File: config.mk
export PLATFORM = sky130hd
export DESIGN_NAME = dlx_trace_monitor
export DESIGN_NICKNAME = d
export VERILOG_FILES = /design/src/rtl/dlx_trace_monitor.sv
export SDC_FILE = /design/constraint.sdc
export NUM_CORES = 1
export LEC_CHECK = 0
export CORE_ASPECT_RATIO = 2
export CORE_MARGIN = 2
export CORE_UTILIZATION = 25
export DETAILED_ROUTE_END_ITERATION = 10
export HOLD_SLACK_MARGIN = 0.06
export PLACE_DENSITY = 0.4
export SLEW_MARGIN = 40
export SYNTH_ARGS = -nofsm -noshare
export SYNTH_HDL_FRONTEND = slang
export SYNTH_SLANG_ARGS = --single-unit
File: constraint.sdc
create_clock -name clk -period 2.7 [get_ports clk]
set_clock_uncertainty 0.15 [all_clocks]
set_input_delay 0.27 -clock clk [delete_from_list [all_inputs] [get_ports clk]]
set_output_delay 0.27 -clock clk [all_outputs]
set_load 0.02 [all_outputs]
File: src/rtl/dlx_trace_monitor.sv
// dlx_trace_monitor
//   Follows a DLX fetch stream through a PIPE_DEPTH-stage instruction delay
//   line. It decodes the word that retires from the last stage into an R/I/J
//   trace record and buffers the records in a small FIFO for a consumer that
//   uses a valid/ready handshake.
//
//   Ports
//     clk, rst           : clock (rising edge), asynchronous active-low reset
//     iw_in              : fetched instruction word, sampled on non-stall edges
//     stall              : freezes the delay line, the warm-up counter and pushes
//     data_in            : result value paired with the retiring instruction
//     filter_nop         : when high, no record is made for a NOP (opcode 0x15)
//     trace_ready        : consumer accepts the head record
//     trace_valid        : FIFO holds at least one record
//     trace_type..data   : fields of the head record (all zero while empty)
//     overflow           : sticky, set when a record was dropped on a full FIFO
//     drop_count         : saturating count of dropped records
module dlx_trace_monitor #(
  parameter int IR_SIZE    = 32,
  parameter int WORD       = 32,
  parameter int PIPE_DEPTH = 5,
  parameter int WARMUP     = 8,
  parameter int FIFO_DEPTH = 4
) (
  input  logic               clk,
  input  logic               rst,
  input  logic [IR_SIZE-1:0] iw_in,
  input  logic               stall,
  input  logic [WORD-1:0]    data_in,
  input  logic               filter_nop,
  input  logic               trace_ready,
  output logic               trace_valid,
  output logic [1:0]         trace_type,
  output logic [5:0]         trace_opcode,
  output logic [4:0]         trace_rs1,
  output logic [4:0]         trace_rs2,
  output logic [4:0]         trace_rd,
  output logic [25:0]        trace_imm,
  output logic [WORD-1:0]    trace_data,
  output logic               overflow,
  output logic [7:0]         drop_count
);

  localparam int PW    = $clog2(FIFO_DEPTH);
  localparam int WW    = $clog2(WARMUP + 1);
  localparam int REC_W = 2 + 6 + 5 + 5 + 5 + 26 + WORD;

  localparam logic [WW-1:0] WARM_MAX = WW'(WARMUP);
  localparam logic [PW:0]   DEPTH_V  = (PW+1)'(FIFO_DEPTH);

  localparam logic [5:0] OP_R   = 6'h00;
  localparam logic [5:0] OP_J   = 6'h02;
  localparam logic [5:0] OP_JAL = 6'h03;
  localparam logic [5:0] OP_NOP = 6'h15;

  localparam logic [1:0] T_R = 2'd0;
  localparam logic [1:0] T_I = 2'd1;
  localparam logic [1:0] T_J = 2'd2;

  logic [IR_SIZE-1:0] stage_q [PIPE_DEPTH];
  logic [IR_SIZE-1:0] stage_d [PIPE_DEPTH];
  logic [WW-1:0]      warm_q, warm_d;
  logic [REC_W-1:0]   mem_q [FIFO_DEPTH];
  logic [REC_W-1:0]   mem_d [FIFO_DEPTH];
  logic [PW:0]        wr_q, wr_d, rd_q, rd_d;
  logic               ovf_q, ovf_d;
  logic [7:0]         drop_q, drop_d;

  logic [IR_SIZE-1:0] ret_iw;
  logic [5:0]         op;
  logic [1:0]         typ;
  logic [4:0]         rs1, rs2, rd;
  logic [25:0]        imm;
  logic [WORD-1:0]    rec_data;
  logic [REC_W-1:0]   rec, head;
  logic               warm_done, empty, full, push, pop, wr_en, drop;

  // Decode of the word leaving the last delay-line stage.
  always_comb begin
    ret_iw = stage_q[PIPE_DEPTH-1];
    op     = ret_iw[IR_SIZE-1 -: 6];
    typ    = T_I;
    rs1    = ret_iw[25:21];
    rs2    = '0;
    rd     = ret_iw[20:16];
    imm    = {10'd0, ret_iw[15:0]};
    if (op == OP_R) begin
      typ = T_R;
      rs2 = ret_iw[20:16];
      rd  = ret_iw[15:11];
      imm = '0;
    end else if (op == OP_J || op == OP_JAL) begin
      typ = T_J;
      rs1 = '0;
      rd  = '0;
      imm = ret_iw[25:0];
    end
    // NOP records never carry a result value.
    rec_data = (op == OP_NOP) ? '0 : data_in;
    rec      = {typ, op, rs1, rs2, rd, imm, rec_data};
  end

  // Pointers carry one extra bit so that full and empty are distinguishable.
  always_comb begin
    warm_done = (warm_q == WARM_MAX);
    empty     = (wr_q == rd_q);
    full      = ((wr_q - rd_q) == DEPTH_V);
    push      = !stall && warm_done && !(filter_nop && op == OP_NOP);
    pop       = !empty && trace_ready;
    // A pop on the same edge frees a slot, so a full FIFO still accepts.
    wr_en     = push && (!full || pop);
    drop      = push && full && !pop;
  end

  always_comb begin
    stage_d = stage_q;
    warm_d  = warm_q;
    mem_d   = mem_q;
    wr_d    = wr_q;
    rd_d    = rd_q;
    ovf_d   = ovf_q;
    drop_d  = drop_q;
    if (!stall) begin
      stage_d[0] = iw_in;
      for (int k = 1; k < PIPE_DEPTH; k++) begin
        stage_d[k] = stage_q[k-1];
      end
      if (!warm_done) begin
        warm_d = warm_q + WW'(1);
      end
    end
    if (wr_en) begin
      mem_d[wr_q[PW-1:0]] = rec;
      wr_d                = wr_q + (PW+1)'(1);
    end
    if (pop) begin
      rd_d = rd_q + (PW+1)'(1);
    end
    if (drop) begin
      ovf_d = 1'b1;
      if (drop_q != 8'hFF) begin
        drop_d = drop_q + 8'd1;
      end
    end
  end

  always_ff @(posedge clk or negedge rst) begin
    if (!rst) begin
      for (int k = 0; k < PIPE_DEPTH; k++) begin
        stage_q[k] <= '0;
      end
      for (int k = 0; k < FIFO_DEPTH; k++) begin
        mem_q[k] <= '0;
      end
      warm_q <= '0;
      wr_q   <= '0;
      rd_q   <= '0;
      ovf_q  <= 1'b0;
      drop_q <= '0;
    end else begin
      stage_q <= stage_d;
      mem_q   <= mem_d;
      warm_q  <= warm_d;
      wr_q    <= wr_d;
      rd_q    <= rd_d;
      ovf_q   <= ovf_d;
      drop_q  <= drop_d;
    end
  end

  // Outputs read as zero while the FIFO is empty.
  always_comb begin
    head = empty ? '0 : mem_q[rd_q[PW-1:0]];
  end

  assign {trace_type, trace_opcode, trace_rs1, trace_rs2, trace_rd,
          trace_imm, trace_data} = head;
  assign trace_valid = !empty;
  assign overflow    = ovf_q;
  assign drop_count  = drop_q;

endmodule

# Word-level counts from Yosys, hierarchy flattened
# Cells that the tools add are included.
[classes] n_addsub=5 magnitude_cmp=3 n_eq_ne=7 muxes=17 bitwise_logic=4 reduce_logical=18
[ops] operator="$bwmux W324" n=1
[ops] operator="$mux W81" n=4
[ops] operator="$bmux W81 S2" n=1
[ops] operator="$demux W81 S2" n=1
[ops] operator="$mux W26" n=2
[ops] operator="$mux W32" n=1
[ops] operator="$mux W5" n=5
[ops] operator="$eq A6 B2 Y1 const B" n=2
[ops] operator="$add A8 B1 Y8 const B" n=1
[ops] operator="$logic_and A1 B1 Y1" n=8
[ops] operator="$ne A8 B8 Y1 const B" n=1
[ops] operator="$add A3 B1 Y3 const B" n=2
[ops] operator="$eq A6 B5 Y1 const B" n=1
[ops] operator="$ge A3 B3 Y1 const B" n=2
[ops] operator="$logic_not A6 Y1" n=1
[ops] operator="$not A2 Y3" n=2
[ops] operator="$logic_not A1 Y1" n=5
[ops] operator="$add A4 B1 Y4 const B" n=1
[ops] operator="$eq A4 B4 Y1 const B" n=1
[ops] operator="$mux W2" n=2
[ops] operator="$reduce_and A2 Y1" n=2
[ops] operator="$eq A3 B3 Y1" n=1
[ops] operator="$eq A3 B3 Y1 const B" n=1
[ops] operator="$lt A3 B1 Y1 const B" n=1
[ops] operator="other kinds (3)" n=5
[totals] reg_bits=503 out_inout_bits=91

# Logic depth before layout (Yosys ltp)
# Gate-level depths: netlist of run 1.
[logic_depth] ltp_word=7 mapped_depth=13 ltp_nobuf=7

# Worst setup path before layout of run 1
# OpenSTA, ideal clock, no wires.
[synth_timing] path_kind="register -> register" startpoint="register rd_q[1]" endpoint="register mem_q[316] (netlist bit)" setup_ns=0.127 arrival_time_ns=2.662 slack_ns=-0.239 stages_incl_launch_ff=12 path_buffers=5 synth_period_minus_slack_ns=2.939 path_cell_list="dfrtp_1 > clkbuf_1 > clkbuf_1 > inv_1 > ha_1 > nand2_1 > or4_1 > buf_2 > nand4_2 > buf_6 > buf_8 > mux2_1"
[synth_via] elab_chain_cells=5
[synth_rtl] element="start: declaration" line_no="65" text="logic [PW:0] wr_q, wr_d, rd_q, rd_d;"
[synth_rtl] element="start signal: assignment" line_no="165" text="rd_q <= rd_d;"
[synth_rtl] element="$sub A3 B3 Y3 / $eq A3 B3 Y1 (equally long branches)" line_no="107, 106"
[synth_rtl] element="$eq A3 B3 Y1 / $logic_not A1 Y1 (equally long branches)" line_no="107, 109"
[synth_rtl] element="$logic_not A1 Y1 / $logic_and A1 B1 Y1 (equally long branches)" line_no="111, 109"
[synth_rtl] element="$logic_or A1 B1 Y1 *" line_no="111" text="wr_en = push && (!full || pop);"
[synth_rtl] element="$logic_and A1 B1 Y1 *" line_no="111"
[synth_rtl] element="end signal: assignment" line_no="162" text="mem_q <= mem_d;"
[synth_rtl] element="end: declaration" line_no="63" text="logic [REC_W-1:0] mem_q [FIFO_DEPTH];"
# Mark *: on every way between the ends. The rest lies on a longest branch, timed or not.
# A chain may end at the register's enable or synchronous reset.

# Final worst setup path of run 1
[layout_timing] startpoint="register rd_q[0]" endpoint="output trace_imm[6]"
[layout_via] elab_chain_cells=5
[layout_rtl] element="$not A2 Y3 (not written as such)" line_no="173" text="head = empty ? '0 : mem_q[rd_q[PW-1:0]];"
[layout_rtl] element="$bmux W81 S2" line_no="173"
[layout_rtl] element="$mux W81 (not written as such) (2 in a row)" line_no="173"
[layout_rtl] element="$mux W81 *" line_no="173"
[layout_rtl] element="end: declaration" line_no="38" text="output logic [25:0] trace_imm,"
# Mark *: on every way between the ends. The rest lies on a longest branch, timed or not. The select of a mux whose other input is x is not followed.

==> metrics.csv, run 1 <==
stage,metric,value,unit
synthesis,synth-seq-cells,503,
setup_path,critical_path.startpoint_type,register,
global_routing,antenna_found_initial,0,
pwr,power.leakage,12.1,nW
drt,routed_via_density,4.37,
floorplan,ioPinCount,160,
sta,final_critical_delay_including_setup_and_external_delays,2.81,ns
global_routing,first_pass_grt_wire_length,89300,um
cts,cts.clk_slew.worst_paths,0.06,ns
synthesis,synth-async-reset-ratio,1.00,
layout,fill_cells,8559,
setup_path,worst-r2r-cell-count,8,
setup_path,timing.critical_path.required,2.28,ns
synthesis,synthDominantAreaCellType,sky130_fd_sc_hd__dfrtp_1,
setup_path,critical_path.cell_chain,"buf_12, buf_16, buf_12, buf_6, mux4_2, and2_4, buf_6",
floorplan,die_area,0.0873,mm2
drt,detail-route-antenna-nets,0,
synthesis,ys_types,37,
drt,wire_length_per_cell,18.3,um
setup_path,worst-r2r-setup-slack,0.15,ns
global_routing,grt_overflow,0,
synthesis,synth_largest_type_area_fraction,0.594,
layout,final_net_count,2018,
synthesis,synth_xor_area_frac,0.00496,
global_routing,grt.total_usage,0.133,
sta,layout_worst_path_cycle_share,1.04,
setup_path,crit_reg_reg_startpoint,rd_q[0],
placement,place_congestion,0.692,
run_status,status,finished with violations,
floorplan,placeableCoreArea,0.0843,mm2
sta,maxSlewHeadroom,0.599,
setup_path,worst_path_max_delay_cell,sky130_fd_sc_hd__dfrtp_4,
floorplan,die_height,416,um
setup_path,slowest_delay,0.52,ns
synthesis,synth_top_family_by_area,multiplexers,
layout,synthToLayoutAreaGrowth,29.0,%
cts,ctsHtreeMaxLevel,2,
cts,cts.sink_count,503,
sta,rsz0062_at_grt,yes,
min_path,hold_path_class,in -> reg,
placement,dp_hpwl,35000,um
synthesis,nets_in_the_synthesized_netlist,1811,
drt,first_iter_violations,586,
drt,routed_wirelength,55800,um
setup_path,cp.arrival,2.39,ns
synthesis,portion_of_the_post_synthesis_area_used_by_sequential_elements,0.594,
synthesis,compound_gate_portion_of_the_synthesized_area,0.0754,
sta,finalHoldViolations,0,
drt,drt-pass1-iter-count,4,
cts,clock_latency,0.62,ns
placement,port_buffers,159,
pwr,power_after_layout,0.0295,W
pwr,worst_ir_drop_vdd,0.955,mV
pwr,power_density,1080,mW/mm2
synthesis,yosys.area_share.adder,0.00590,
setup_path,timing.setup.critical_path_class,reg -> out,
synthesis,synthMuxAreaShare,0.186,
global_routing,first_global_vias,14000,
synthesis,syn_inst,1732,
layout,mostFrequentLayoutCell,sky130_fd_sc_hd__dfrtp_1,
setup_path,reg2reg_to,mem_q[318],
cts,tritoncts,yes,
synthesis,syn_avg_cell_area,12.2,um2
floorplan,fp-row-count,151,
layout,drive_above_1_share,0.311,
layout,most_frequent_cells_in_the_layout,"sky130_fd_sc_hd__dfrtp_1, sky130_fd_sc_hd__nand2_1, sky130_fd_sc_hd__o21ai_0",
cts,clock-root-buffer,sky130_fd_sc_hd__clkbuf_16,
synthesis,synth-simple-area-share,0.102,
floorplan,die_w,210,um
sta,slew_viol_final,0,
setup_path,crit_end,trace_imm[6],
setup_path,crit_path_end_kind,output pin,
synthesis,post_synth_main_area_contributors,"sky130_fd_sc_hd__dfrtp_1, sky130_fd_sc_hd__mux2_2, sky130_fd_sc_hd__mux4_2",
placement,dp_slack,0.106,ns
cts,tritoncts.num_buffers,52,
synthesis,synth-warning-count,0,
synthesis,mappedNetlistArea,0.0212,mm2
drt,vias,13300,
sta,clock.fmax,0.356,GHz
cts,cts-root-to-sink-buffers,3,
setup_path,cp-startpoint,rd_q[0],
run,timing.max_cap.violations,0,
sta,worst_slack,-0.111,ns
global_routing,pin_count_of_the_biggest_net_entering_global_routing,101,
drt,drc_errors,0,
synthesis,yosys_most_used_dff,sky130_fd_sc_hd__dfrtp_1,
synthesis,count_of_flip_flops_with_a_built_in_enable_after_synthesis,0,
floorplan,floorplan.initialDensity,0.252,
sta,finalSetupViolCount,36,
setup_path,crit_fanout,8,
run_status,violated_checks,negative setup slack,
sta,tightestPinTransition,0.599,ns
-- final cells by class --
type,instances,area [um2],area share
Multi-Input combinational cell,1101,8180,0.299
Clock inverter,14,185,0.00677
Sequential cell,503,12600,0.461
Antenna cell,1,2.50,0.0000915
Tap cell,1071,1340,0.0490
Inverter,6,22.5,0.000824
Timing Repair Buffer,275,3450,0.126
Clock buffer,81,1570,0.0575
-- registers in the layout, summed over array words and instances (netlist names) --
| name | flops |
|---|---|
| drop_count | 8 |
| ret_iw | 32 |
| mem_q | 324 |
| stage_q | 128 |
| rd_q | 3 |
| wr_q | 3 |
| warm_q | 4 |
| overflow | 1 |
-- worst min-delay path by stage --
stage	startpoint	to	slack, ns	cells past startpoint
2_1_floorplan	rst	drop_count[0]	-0.18	0
3_3_place_gp	rst	mem_q[81]	0.03	1
3_5_place_dp	rst	mem_q[81]	0.03	1
4_1_cts	iw_in[5]	stage_q[133]	0.06	2
5_1_grt	iw_in[17]	stage_q[145]	0.08	2
6_report	iw_in[5]	stage_q[133]	0.11	2
-- through the flow --
step           TNS (ns)  instances  instance area (um2)  hold slack (ns)  utilization
2_1_floorplan         0       1732                21200           -0.176            -
3_3_place_gp          0       2904                24500           0.0295        0.291
3_5_place_dp          0       2905                24500           0.0288        0.291
4_1_cts           -7.79       3047                27200           0.0619        0.323
5_1_grt           -6.67       3051                27300           0.0787        0.324
6_report          -1.47       3052                27300            0.112        0.324
-- repair_timing --
action	CTS	global route
resized for setup	495	53
hold buffers	8	0
endpoints found under the setup margin	82	102
cloned	7	0
buffers inserted	32	8
endpoints found under the hold margin	463	0
pin swaps	48	18
-- Yosys cell counts, types with 6 or more instances --
cell type                    n
sky130_fd_sc_hd__o21ai_0   265
sky130_fd_sc_hd__and2_1     83
sky130_fd_sc_hd__mux2_1      6
sky130_fd_sc_hd__buf_4      26
sky130_fd_sc_hd__nand4_1     6
sky130_fd_sc_hd__nand2_1   379
sky130_fd_sc_hd__clkbuf_1   48
sky130_fd_sc_hd__inv_1       6
sky130_fd_sc_hd__o21ai_1    36
sky130_fd_sc_hd__mux4_2     81
sky130_fd_sc_hd__mux2_2    182
sky130_fd_sc_hd__xnor2_1    11
sky130_fd_sc_hd__buf_2      36
sky130_fd_sc_hd__ha_1       10
sky130_fd_sc_hd__dfrtp_1   503
sky130_fd_sc_hd__nor2_1      6
-- routing by layer --
| metal | part of all wire | up-vias | global-route usage |
|---|---|---|---|
| li1 | - | 6424 | - |
| met1 | 0.49 | 6629 | 0.190 |
| met2 | 0.45 | 225 | 0.206 |
| met3 | 0.041 | 68 | 0.0249 |
| met4 | 0.020 | 0 | 0.0337 |
| met5 | 0 | - | 0 |
-- cell families (layout without fill, tap and decap cells) --
group / Yosys count / count (layout)
flops: 503 / 503
simple gates: 497 / 497
compound gates: 313 / 313
mux: 269 / 269
buf+inv: 128 / 376
xor+xnor: 12 / 12
fa+ha+maj: 10 / 10
other cells: 0 / 1
-- power breakdown --
part | internal (W) | switching [W] | total (W)
Clock | 0.00429 | 0.00312 | 0.00741
Sequential | 0.00959 | 0.00117 | 0.0108
Combinational | 0.00609 | 0.00526 | 0.0113
-- critical path: cells and delay by family (launching register included) --
family	cells	cell delay [ns]
simple gates	1	0.16
buf+inv	5	0.66
mux	1	0.43
flops	1	0.52
No activity file was read; power rests on OpenSTA's default activity.
==> inputs of run 2 (changes only) <==
Settings changed: CORE_MARGIN 2 to 5, DONT_BUFFER_PORTS set to 1, PLACE_DENSITY 0.4 to 0.38, SKIP_CTS_REPAIR_TIMING set to 1.
==> run 2 against run 1 <==
The run still ends with negative setup slack left; critical path type unchanged; setup slack better by 0.020 ns; combinational power down 6%; fmax is 0.70% higher; global-route usage shrank 1.6 points; routed wire length up 5.7%; sequential power hardly changed; cell area decreased by 0.91%; hold slack lost 0.070 ns; critical endpoint is now trace_rd[0].
==> metrics.csv, run 2 (same netlist as run 1, synthesis figures left out) <==
stage,metric,value,unit,change
drt,detail-route-antenna-nets,0,,unchanged
setup_path,critical_path.startpoint_type,register,,unchanged
setup_path,crit_fanout,6,,was 8
cts,tritoncts.num_buffers,52,,unchanged
sta,final_critical_delay_including_setup_and_external_delays,2.79,ns,was 2.81 ns
setup_path,timing.setup.critical_path_class,reg -> out,,unchanged
cts,tritoncts,yes,,unchanged
layout,antenna_cells,0,,was 1
setup_path,critical_path.cell_chain,"ha_4, nand3_4, clkbuf_16, clkbuf_16, and2_4, buf_12",,"was buf_12, buf_16, buf_12, buf_6, mux4_2, and2_4, buf_6"
placement,dp_slack,-0.0516,ns,was 0.106 ns
layout,synthToLayoutAreaGrowth,27.8,%,was 29.0%
drt,routed_via_density,4.43,,was 4.37
sta,rsz0062_at_grt,yes,,unchanged
drt,wire_length_per_cell,19.4,um,was 18.3 um
setup_path,buffers_plus_inverters_on_the_worst_setup_path,3,,was 5
floorplan,floorplan.initialDensity,0.251,,was 0.252
sta,maxSlewHeadroom,0.571,,was 0.599
layout,largest_register,mem_q,,unchanged
global_routing,first_pass_grt_wire_length,84900,um,was 89300 um
setup_path,slowest_delay,0.53,ns,was 0.52 ns
layout,drive_above_1_share,0.268,,was 0.311
global_routing,grt.total_usage,0.117,,was 0.133
floorplan,die_w,216,um,was 210 um
setup_path,worst_path_max_delay_cell,sky130_fd_sc_hd__dfrtp_4,,unchanged
sta,finalSetupViolCount,49,,was 36
pwr,power_density,1080,mW/mm2,about the same
setup_path,critPathMostFrequentCell,sky130_fd_sc_hd__clkbuf_16,,
cts,cts.clk_slew.worst_paths,0.07,ns,was 0.06 ns
layout,mostFrequentLayoutCell,sky130_fd_sc_hd__dfrtp_1,,unchanged
pwr,power_after_layout,0.0291,W,was 0.0295 W
floorplan,die_height,422,um,was 416 um
setup_path,timing.critical_path.required,2.28,ns,about the same
setup_path,cp.arrival,2.37,ns,was 2.39 ns
floorplan,fp-row-count,151,,unchanged
cts,cts.sink_count,503,,unchanged
pwr,power.leakage,11.9,nW,was 12.1 nW
min_path,hold_path_class,in -> reg,,unchanged
layout,largest_register_ff_count,324,,unchanged
sta,layout_worst_path_cycle_share,1.03,,was 1.04
setup_path,cp_top_family,buffers and inverters,,unchanged
sta,slew_viol_final,0,,unchanged
floorplan,placeableCoreArea,0.0845,mm2,was 0.0843 mm2
global_routing,first_global_vias,13700,,was 14.0k
sta,tightestPinTransition,0.643,ns,was 0.599 ns
cts,cts-root-to-sink-buffers,3,,unchanged
global_routing,antenna_found_initial,0,,unchanged
sta,clock.fmax,0.358,GHz,was 0.356 GHz
placement,place_congestion,0.710,,was 0.692
drt,first_iter_violations,562,,was 586
layout,final_net_count,1998,,was 2018
sta,fin_tns_setup,-1.76,ns,was -1.47 ns
run_status,violated_checks,negative setup slack,,unchanged
floorplan,die_area,0.0911,mm2,was 0.0873 mm2
pwr,worst_ir_drop_vdd,0.481,mV,was 0.955 mV
cts,clock-root-buffer,sky130_fd_sc_hd__clkbuf_16,,unchanged
layout,most_frequent_cells_in_the_layout,"sky130_fd_sc_hd__dfrtp_1, sky130_fd_sc_hd__nand2_1, sky130_fd_sc_hd__o21ai_0",,unchanged
sta,worst_slack,-0.0913,ns,was -0.111 ns
global_routing,pin_count_of_the_biggest_net_entering_global_routing,504,,was 101
drt,drt-pass1-iter-count,4,,unchanged
placement,port_buffers,0,,was 159
cts,clock_latency,0.62,ns,about the same
floorplan,ioPinCount,160,,unchanged
run_status,status,finished with violations,,unchanged
cts,ctsHtreeMaxLevel,2,,unchanged
drt,drc_errors,0,,unchanged
sta,finalHoldViolations,0,,unchanged
global_routing,grt_overflow,0,,unchanged
run,timing.max_cap.violations,0,,unchanged
setup_path,crit_path_end_kind,output pin,,unchanged
drt,routed_wirelength,58900,um,was 55800 um
placement,dp_hpwl,32600,um,was 35000 um
drt,vias,13400,,was 13.3k
[run 2: final cells by class]
type	instances	area [um2]
inverter	6	25.0
timing repair buffer	253	3150
fill	8520	57400
sequential	503	12600
multi-input combinational	1103	8170
tap	1071	1340
clock inverter	13	220
clock buffer	84	1600
[run 2: power by group]
part,switching (W),leakage [nW],internal [W]
Combinational,0.00535,4.51,0.00529
Clock,0.00316,0.898,0.00454
Sequential,0.00122,6.46,0.00959
[run 2: stage by stage]
stage               hold slack, ns   util  cell area (um2)  cells
floorplan                   -0.176      -            21200   1732
global placement            -0.144  0.271            22800   2753
detailed placement          -0.147  0.271            22800   2753
CTS                         -0.830  0.292            24700   2850
global route                0.0759  0.321            27100   3033
finish                      0.0421  0.321            27100   3033
[run 2: path summary, 6_finish.rpt]
check | from | endpoint | slack (ns) | cells after the start
worst max-delay path | rd_q[0] | trace_rd[0] | -0.09 | 6
worst min-delay path | stall | ret_iw[29] | 0.04 | 2
worst max register to register | rd_q[0] | mem_q[109] | 0.09 | 7
worst min register to register | mem_q[276] | mem_q[276] | 0.32 | 2
max in group asynchronous | rst | stage_q[154] | 1.01 | 4
min in group asynchronous | rst | mem_q[186] | 0.16 | 3
[run 2: metal layers]
metal  wire length [um]  vias up  GRT usage
met5                  0        -          0
met4               1720        0     0.0370
met3               2380       83     0.0255
met2              30200      227      0.200
met1              24600     6744      0.148
li1                   -     6378          -
